### src/rtl/mc_cpu_pkg.sv
// Shared encodings for the multi-cycle MIPS step sequencer.
package mc_cpu_pkg;

    // Sequencer states; the numeric encoding is visible on the debug state port.
    typedef enum logic [2:0] {
        ST_RST  = 3'd0,
        ST_IF   = 3'd1,
        ST_ID   = 3'd2,
        ST_EX   = 3'd3,
        ST_MEM  = 3'd4,
        ST_WB   = 3'd5,
        ST_HALT = 3'd6
    } state_t;

    // PC source select.
    localparam logic [1:0] PC_SEL_SEQ = 2'd0;
    localparam logic [1:0] PC_SEL_BR  = 2'd1;
    localparam logic [1:0] PC_SEL_J   = 2'd2;

    // Bit positions inside the decoder stage code.
    localparam int STG_EX  = 2;
    localparam int STG_MEM = 1;
    localparam int STG_WB  = 0;

endpackage

### src/rtl/mc_sat_counter.sv
// Saturating up-counter with asynchronous active-low clear.
module mc_sat_counter #(
    parameter int CNT_W = 32
) (
    input  logic             clk,
    input  logic             rst_n,
    input  logic             inc,
    output logic [CNT_W-1:0] cnt
);

    localparam logic [CNT_W-1:0] CNT_MAX = {CNT_W{1'b1}};
    localparam logic [CNT_W-1:0] CNT_ONE = {{(CNT_W-1){1'b0}}, 1'b1};

    // Count up on inc, sticking at all-ones instead of wrapping.
    always_ff @(posedge clk or negedge rst_n) begin
        if (!rst_n) begin
            cnt <= '0;
        end else if (inc && (cnt != CNT_MAX)) begin
            cnt <= cnt + CNT_ONE;
        end
    end

endmodule

### src/rtl/mc_stage_sequencer.sv
// Multi-cycle MIPS step sequencer: walks IF/ID/EX/MEM/WB according to the
// decoder's stage mask, issues one-hot step enables and selects the PC source.
module mc_stage_sequencer
    import mc_cpu_pkg::*;
#(
    parameter int CNT_W = 32
) (
    input  logic             clk,
    input  logic             rst_n,
    input  logic [2:0]       stage_code,
    input  logic             halt,
    input  logic             jump,
    input  logic             branch,
    input  logic             branch_taken,
    input  logic             imem_ready,
    input  logic             dmem_ready,
    output logic             id_en,
    output logic             ir_we,
    output logic             pc_we,
    output logic [1:0]       pc_sel,
    output logic             ex_en,
    output logic             mem_en,
    output logic             wb_en,
    output logic             retire,
    output logic             halted,
    output logic             illegal,
    output logic [2:0]       state,
    output logic [CNT_W-1:0] inst_cnt,
    output logic [CNT_W-1:0] cycle_cnt
);

    state_t     cur_st;
    state_t     nxt_st;
    logic [2:0] code_q;
    logic       halt_q;
    logic       jump_q;
    logic       branch_q;
    logic       active;

    assign state  = cur_st;
    assign active = (cur_st != ST_RST) && (cur_st != ST_HALT);

    // State register.
    always_ff @(posedge clk or negedge rst_n) begin
        if (!rst_n) begin
            cur_st <= ST_RST;
        end else begin
            cur_st <= nxt_st;
        end
    end

    // Capture the decoder's answer on the edge that leaves ID; the decoder
    // outputs are only meaningful while id_en is high.
    always_ff @(posedge clk or negedge rst_n) begin
        if (!rst_n) begin
            code_q   <= '0;
            halt_q   <= 1'b0;
            jump_q   <= 1'b0;
            branch_q <= 1'b0;
        end else if (cur_st == ST_ID) begin
            code_q   <= stage_code;
            halt_q   <= halt;
            jump_q   <= jump;
            branch_q <= branch;
        end
    end

    // halted follows HALT by one cycle so it is glitch-free for the outside.
    always_ff @(posedge clk or negedge rst_n) begin
        if (!rst_n) begin
            halted <= 1'b0;
        end else begin
            halted <= (cur_st == ST_HALT) && halt_q;
        end
    end

    // Next-state and step-enable decode.
    always_comb begin
        nxt_st  = cur_st;
        id_en   = 1'b0;
        ir_we   = 1'b0;
        pc_we   = 1'b0;
        pc_sel  = PC_SEL_SEQ;
        ex_en   = 1'b0;
        mem_en  = 1'b0;
        wb_en   = 1'b0;
        retire  = 1'b0;
        illegal = 1'b0;
        case (cur_st)
            ST_RST: begin
                nxt_st = ST_IF;
            end
            ST_IF: begin
                if (imem_ready) begin
                    ir_we  = 1'b1;
                    pc_we  = 1'b1;
                    pc_sel = PC_SEL_SEQ;
                    nxt_st = ST_ID;
                end
            end
            ST_ID: begin
                id_en = 1'b1;
                if (halt) begin
                    retire = 1'b1;
                    nxt_st = ST_HALT;
                end else if (jump) begin
                    pc_we  = 1'b1;
                    pc_sel = PC_SEL_J;
                    retire = 1'b1;
                    nxt_st = ST_IF;
                end else if (stage_code == 3'b000) begin
                    retire = 1'b1;
                    nxt_st = ST_IF;
                end else if (!stage_code[STG_EX]) begin
                    // Work without an EX step is not a real instruction class.
                    illegal = 1'b1;
                    nxt_st  = ST_IF;
                end else begin
                    nxt_st = ST_EX;
                end
            end
            ST_EX: begin
                ex_en = code_q[STG_EX];
                // A latched jump never reaches EX; the gate keeps a stray
                // branch flag from ever redirecting a jump.
                if (branch_q && !jump_q && branch_taken) begin
                    pc_we  = 1'b1;
                    pc_sel = PC_SEL_BR;
                end
                if (code_q[STG_MEM]) begin
                    nxt_st = ST_MEM;
                end else if (code_q[STG_WB]) begin
                    nxt_st = ST_WB;
                end else begin
                    retire = 1'b1;
                    nxt_st = ST_IF;
                end
            end
            ST_MEM: begin
                mem_en = 1'b1;
                if (dmem_ready) begin
                    if (code_q[STG_WB]) begin
                        nxt_st = ST_WB;
                    end else begin
                        retire = 1'b1;
                        nxt_st = ST_IF;
                    end
                end
            end
            ST_WB: begin
                wb_en  = 1'b1;
                retire = 1'b1;
                nxt_st = ST_IF;
            end
            ST_HALT: begin
                nxt_st = ST_HALT;
            end
            default: begin
                nxt_st = ST_RST;
            end
        endcase
    end

    mc_sat_counter #(.CNT_W(CNT_W)) u_inst_cnt (
        .clk   (clk),
        .rst_n (rst_n),
        .inc   (retire),
        .cnt   (inst_cnt)
    );

    mc_sat_counter #(.CNT_W(CNT_W)) u_cycle_cnt (
        .clk   (clk),
        .rst_n (rst_n),
        .inc   (active),
        .cnt   (cycle_cnt)
    );

endmodule

### config.mk
export PLATFORM = sky130hd
export DESIGN_NAME = mc_stage_sequencer
export DESIGN_NICKNAME = d
export VERILOG_FILES = /design/src/rtl/mc_cpu_pkg.sv /design/src/rtl/mc_sat_counter.sv /design/src/rtl/mc_stage_sequencer.sv
export SDC_FILE = /design/constraint.sdc
export NUM_CORES = 1
export LEC_CHECK = 0
export CORE_ASPECT_RATIO = 0.9
export CORE_UTILIZATION = 55
export CTS_CLUSTER_DIAMETER = 200
export DETAILED_ROUTE_END_ITERATION = 6
export DONT_BUFFER_PORTS = 1
export GPL_TIMING_DRIVEN = 0
export PLACE_DENSITY_LB_ADDON = 0.25
export REMOVE_ABC_BUFFERS = 1
export SLEW_MARGIN = 30
export SYNTH_ARGS = -nofsm -noshare
export SYNTH_HDL_FRONTEND = slang
export SYNTH_SLANG_ARGS = --single-unit
### constraint.sdc
create_clock -name clk -period 2 [get_ports clk]
set_input_delay 0.2 -clock clk [delete_from_list [all_inputs] [get_ports clk]]
set_output_delay 0.2 -clock clk [all_outputs]
set_load 0.01 [all_outputs]
==> results.md <==
- Run status: complete, but fails checks
- Violations in the final reports: negative setup slack
- Worst Slack Setup Final: -225 ps
- Routed wl met3: 599 um
- Mapped Area: between 3000 and 4000 um^2
- Fin Clk Skew: 12.3 ps
- RSZ-0062 raised after global routing: true
- Fraction of layout cells with a size suffix above 1: 35.1%
- Fin nets: between 400 and 500
- Final global-route overflow total: 0
- Diode count: 0
- Placed Cells: 445
- Layout area overhead: 25.7%
- Number of max-cap violations: 0
- Count of flip-flops with a built-in enable after synthesis: 0
- Setup crit start kind: flop
- Worst Hold Class: input port to flop
- Avg Inst Size Synth: 10.5 um^2
- Clk buf depth: 2
- Async S/R FF share, synth: 100%
- DIE WIDTH: 89.7 um
- Most frequent cells in the layout: 41 x dfrtp_1, 33 x dfrtp_2, 32 x xnor2_1
- CTS root buf: clkbuf_8
- Routed Antenna Nets: 0
- Fmax: between 0.4 and 0.5 GHz
- Clock period minus final worst setup slack: 2230 ps
- Synth top area share: 48.6%
- Hold Vio Cnt, Final: 0
- H-tree levels: 3
- Leakage: between 1.5 and 2 nW
- YS warnings: 0
- Die Height: 81.0 um
- Worst-margin pin slew: 861 ps
- Final GP Congestion: about 0.9
- Die ar.: 7270 um^2
- Fin crit share: 111%
- Cell area power density: 932 nW/um^2
- Boundary pin count: 89
- Critical Path End Type: flop
- Mapped Cells: 364
- Setup violators final: 39
- Critical Path AT: 2460 ps
- Rel. slew slack: 42.1%
- CTS Buf Count: 9
- Core area: 6620 um^2
- CP Max Fanout: 4
- Largest net degree at the start of global routing: 75
- Sequential fraction of the synthesis area: 48.6%
- DRT met1 WL: 3860 um
- Top cells by area, synth: dfrtp_1 49%, xnor2_1 8.0%, xor2_1 6.0%
- Commonest non-fill, non-tap cell in the layout: dfrtp_1
- Max Used Layer: met4
- Fin. max-slew vios: 0
- Critical path data required time: approximately 2200 ps
- Initial Util: 57.6%
- Via density: 6.19
- Routed length per instance: 19.3 um
- DR vias: between 3,000 and 4,000
- IO Port Bufs: 0
- Most used DFF post-synth: dfrtp_1
- Final cell count without fillers: 492
- HPWL Detailed: 5480 um
- Initial drt markers: 189
- Post-synthesis register bit count: 74
- Layout Utilization: 72.3%
- CTS tree: yes
- Met2 wire len: 4890 um
- DR pass1 iterations: 4
- Post-synth top area cell: dfrtp_1
- DRC: 0
- Initial antenna violation count: 0
- Max VDD drop: 701 uV
- Drt total wl: 9510 um
- Vias in the first global route: 2,947
- Clock Pin Slew Worst Setup and Hold Paths: ~80 ps
- Path type of the worst setup path: flop to flop
- CTS Sinks: 74
- First-pass GRT wire length: 15,100 um
- Clk_lat worst skew: 350 ps
- Post-synth cell types: 40
- GRT Total Usage: a little over a quarter
- Row cnt: 28
[registers in the layout, summed over array words and instances, names as in the netlist]
name             count
u_cycle_cnt.cnt     32
u_inst_cnt.cnt      32
code_q               3
state                3
branch_q             1
halt_q               1
halted               1
jump_q               1
[cell usage after synthesis, types with 2 or more instances]
master,instances
o211ai_1,2
nor4_1,11
nor3b_1,3
xnor2_1,35
nand4_1,25
mux2_2,9
nand4b_1,3
and2_1,3
clkbuf_1,2
or4_4,2
nor4b_1,2
o31ai_1,3
nand2_1,24
and3_1,18
nand2b_1,3
and4_1,8
buf_2,6
ha_1,3
nor2_1,23
nand3_2,6
a21oi_1,2
dfrtp_1,74
or3_1,3
nand3_1,26
o21ai_0,6
or4_1,2
inv_1,9
nor3_1,14
xor2_1,26
[timing repair]
item / 4_1_cts / 5_1_grt
setup endpoints to repair: 63 / 60
setup buffers: 17 / 1
gates cloned: 3 / 1
pin swaps: 26 / 29
hold buffers: 9 / 0
hold endpoints to repair: 81 / 0
resized for setup: 59 / 45
[per-layer routing]
layer | up-vias | GRT usage, %
met5 | - | 0
met4 | 0 | 7.05
met3 | 14 | 9.83
met2 | 112 | 46.3
met1 | 1528 | 31.0
li1 | 1392 | -
[layout make-up]
class                      instances  area (um^2)
timing repair buffer              29          310
sequential                        74         1890
clock inverter                     6         63.8
tap                               90          113
clock buffer                      10          138
inverter                           9         33.8
fill                             452         1830
multi-input combinational        274         2240
[worst max-delay path: stages, from the launching register on]
cell and delay [ps]:
dfrtp_1 490, nand3_2 200, or4_4 580, or3_4 420, nand2_2 120, mux2_4 300
[metrics by stage]
step	setup TNS, ps	setup slack [ps]	area, um^2	power (mW)	hold WS (ps)
6_report	-4370	-225	4790	4.46	19.0
2_1_floorplan	-10110	-535	3760	2.62	-95.6
5_1_grt	-8570	-295	4790	4.71	3.31
3_5_place_dp	-20600	-749	3880	2.85	-94.0
3_3_place_gp	-28830	-1100	3870	2.82	-94.1
4_1_cts	-3130	-179	4580	4.34	19.6
[power breakdown]
group	internal [mW]	total (mW)	switching, mW
Sequential	1.70	2.07	0.369
Clock	0.610	1.17	0.565
Combinational	0.522	1.22	0.693
Total	2.84	4.46	1.63
[cell families after synthesis]
logic type	Yosys count	synth area share [%]
xor+xnor	61	14.0
flops	74	48.6
fa+ha+maj	3	0.985
compound gates	17	3.02
mux	9	2.66
buf+inv	18	2.17
simple gates	182	28.6
[path summary, 6_finish.rpt]
check	startpoint	slack, ps	to	cells after the start
hold reg to reg	halt_q	510	halt_q	2
setup reg to reg	u_inst_cnt.cnt[5]	-230	u_inst_cnt.cnt[1]	5
hold / removal	halt	20	halt_q	2
max in group asynchronous	rst_n	1280	u_cycle_cnt.cnt[1]	2
setup / recovery	u_inst_cnt.cnt[5]	-230	u_inst_cnt.cnt[1]	5
min in group asynchronous	rst_n	410	u_cycle_cnt.cnt[17]	2
Note: power is estimated with default switching activity, not from simulation.
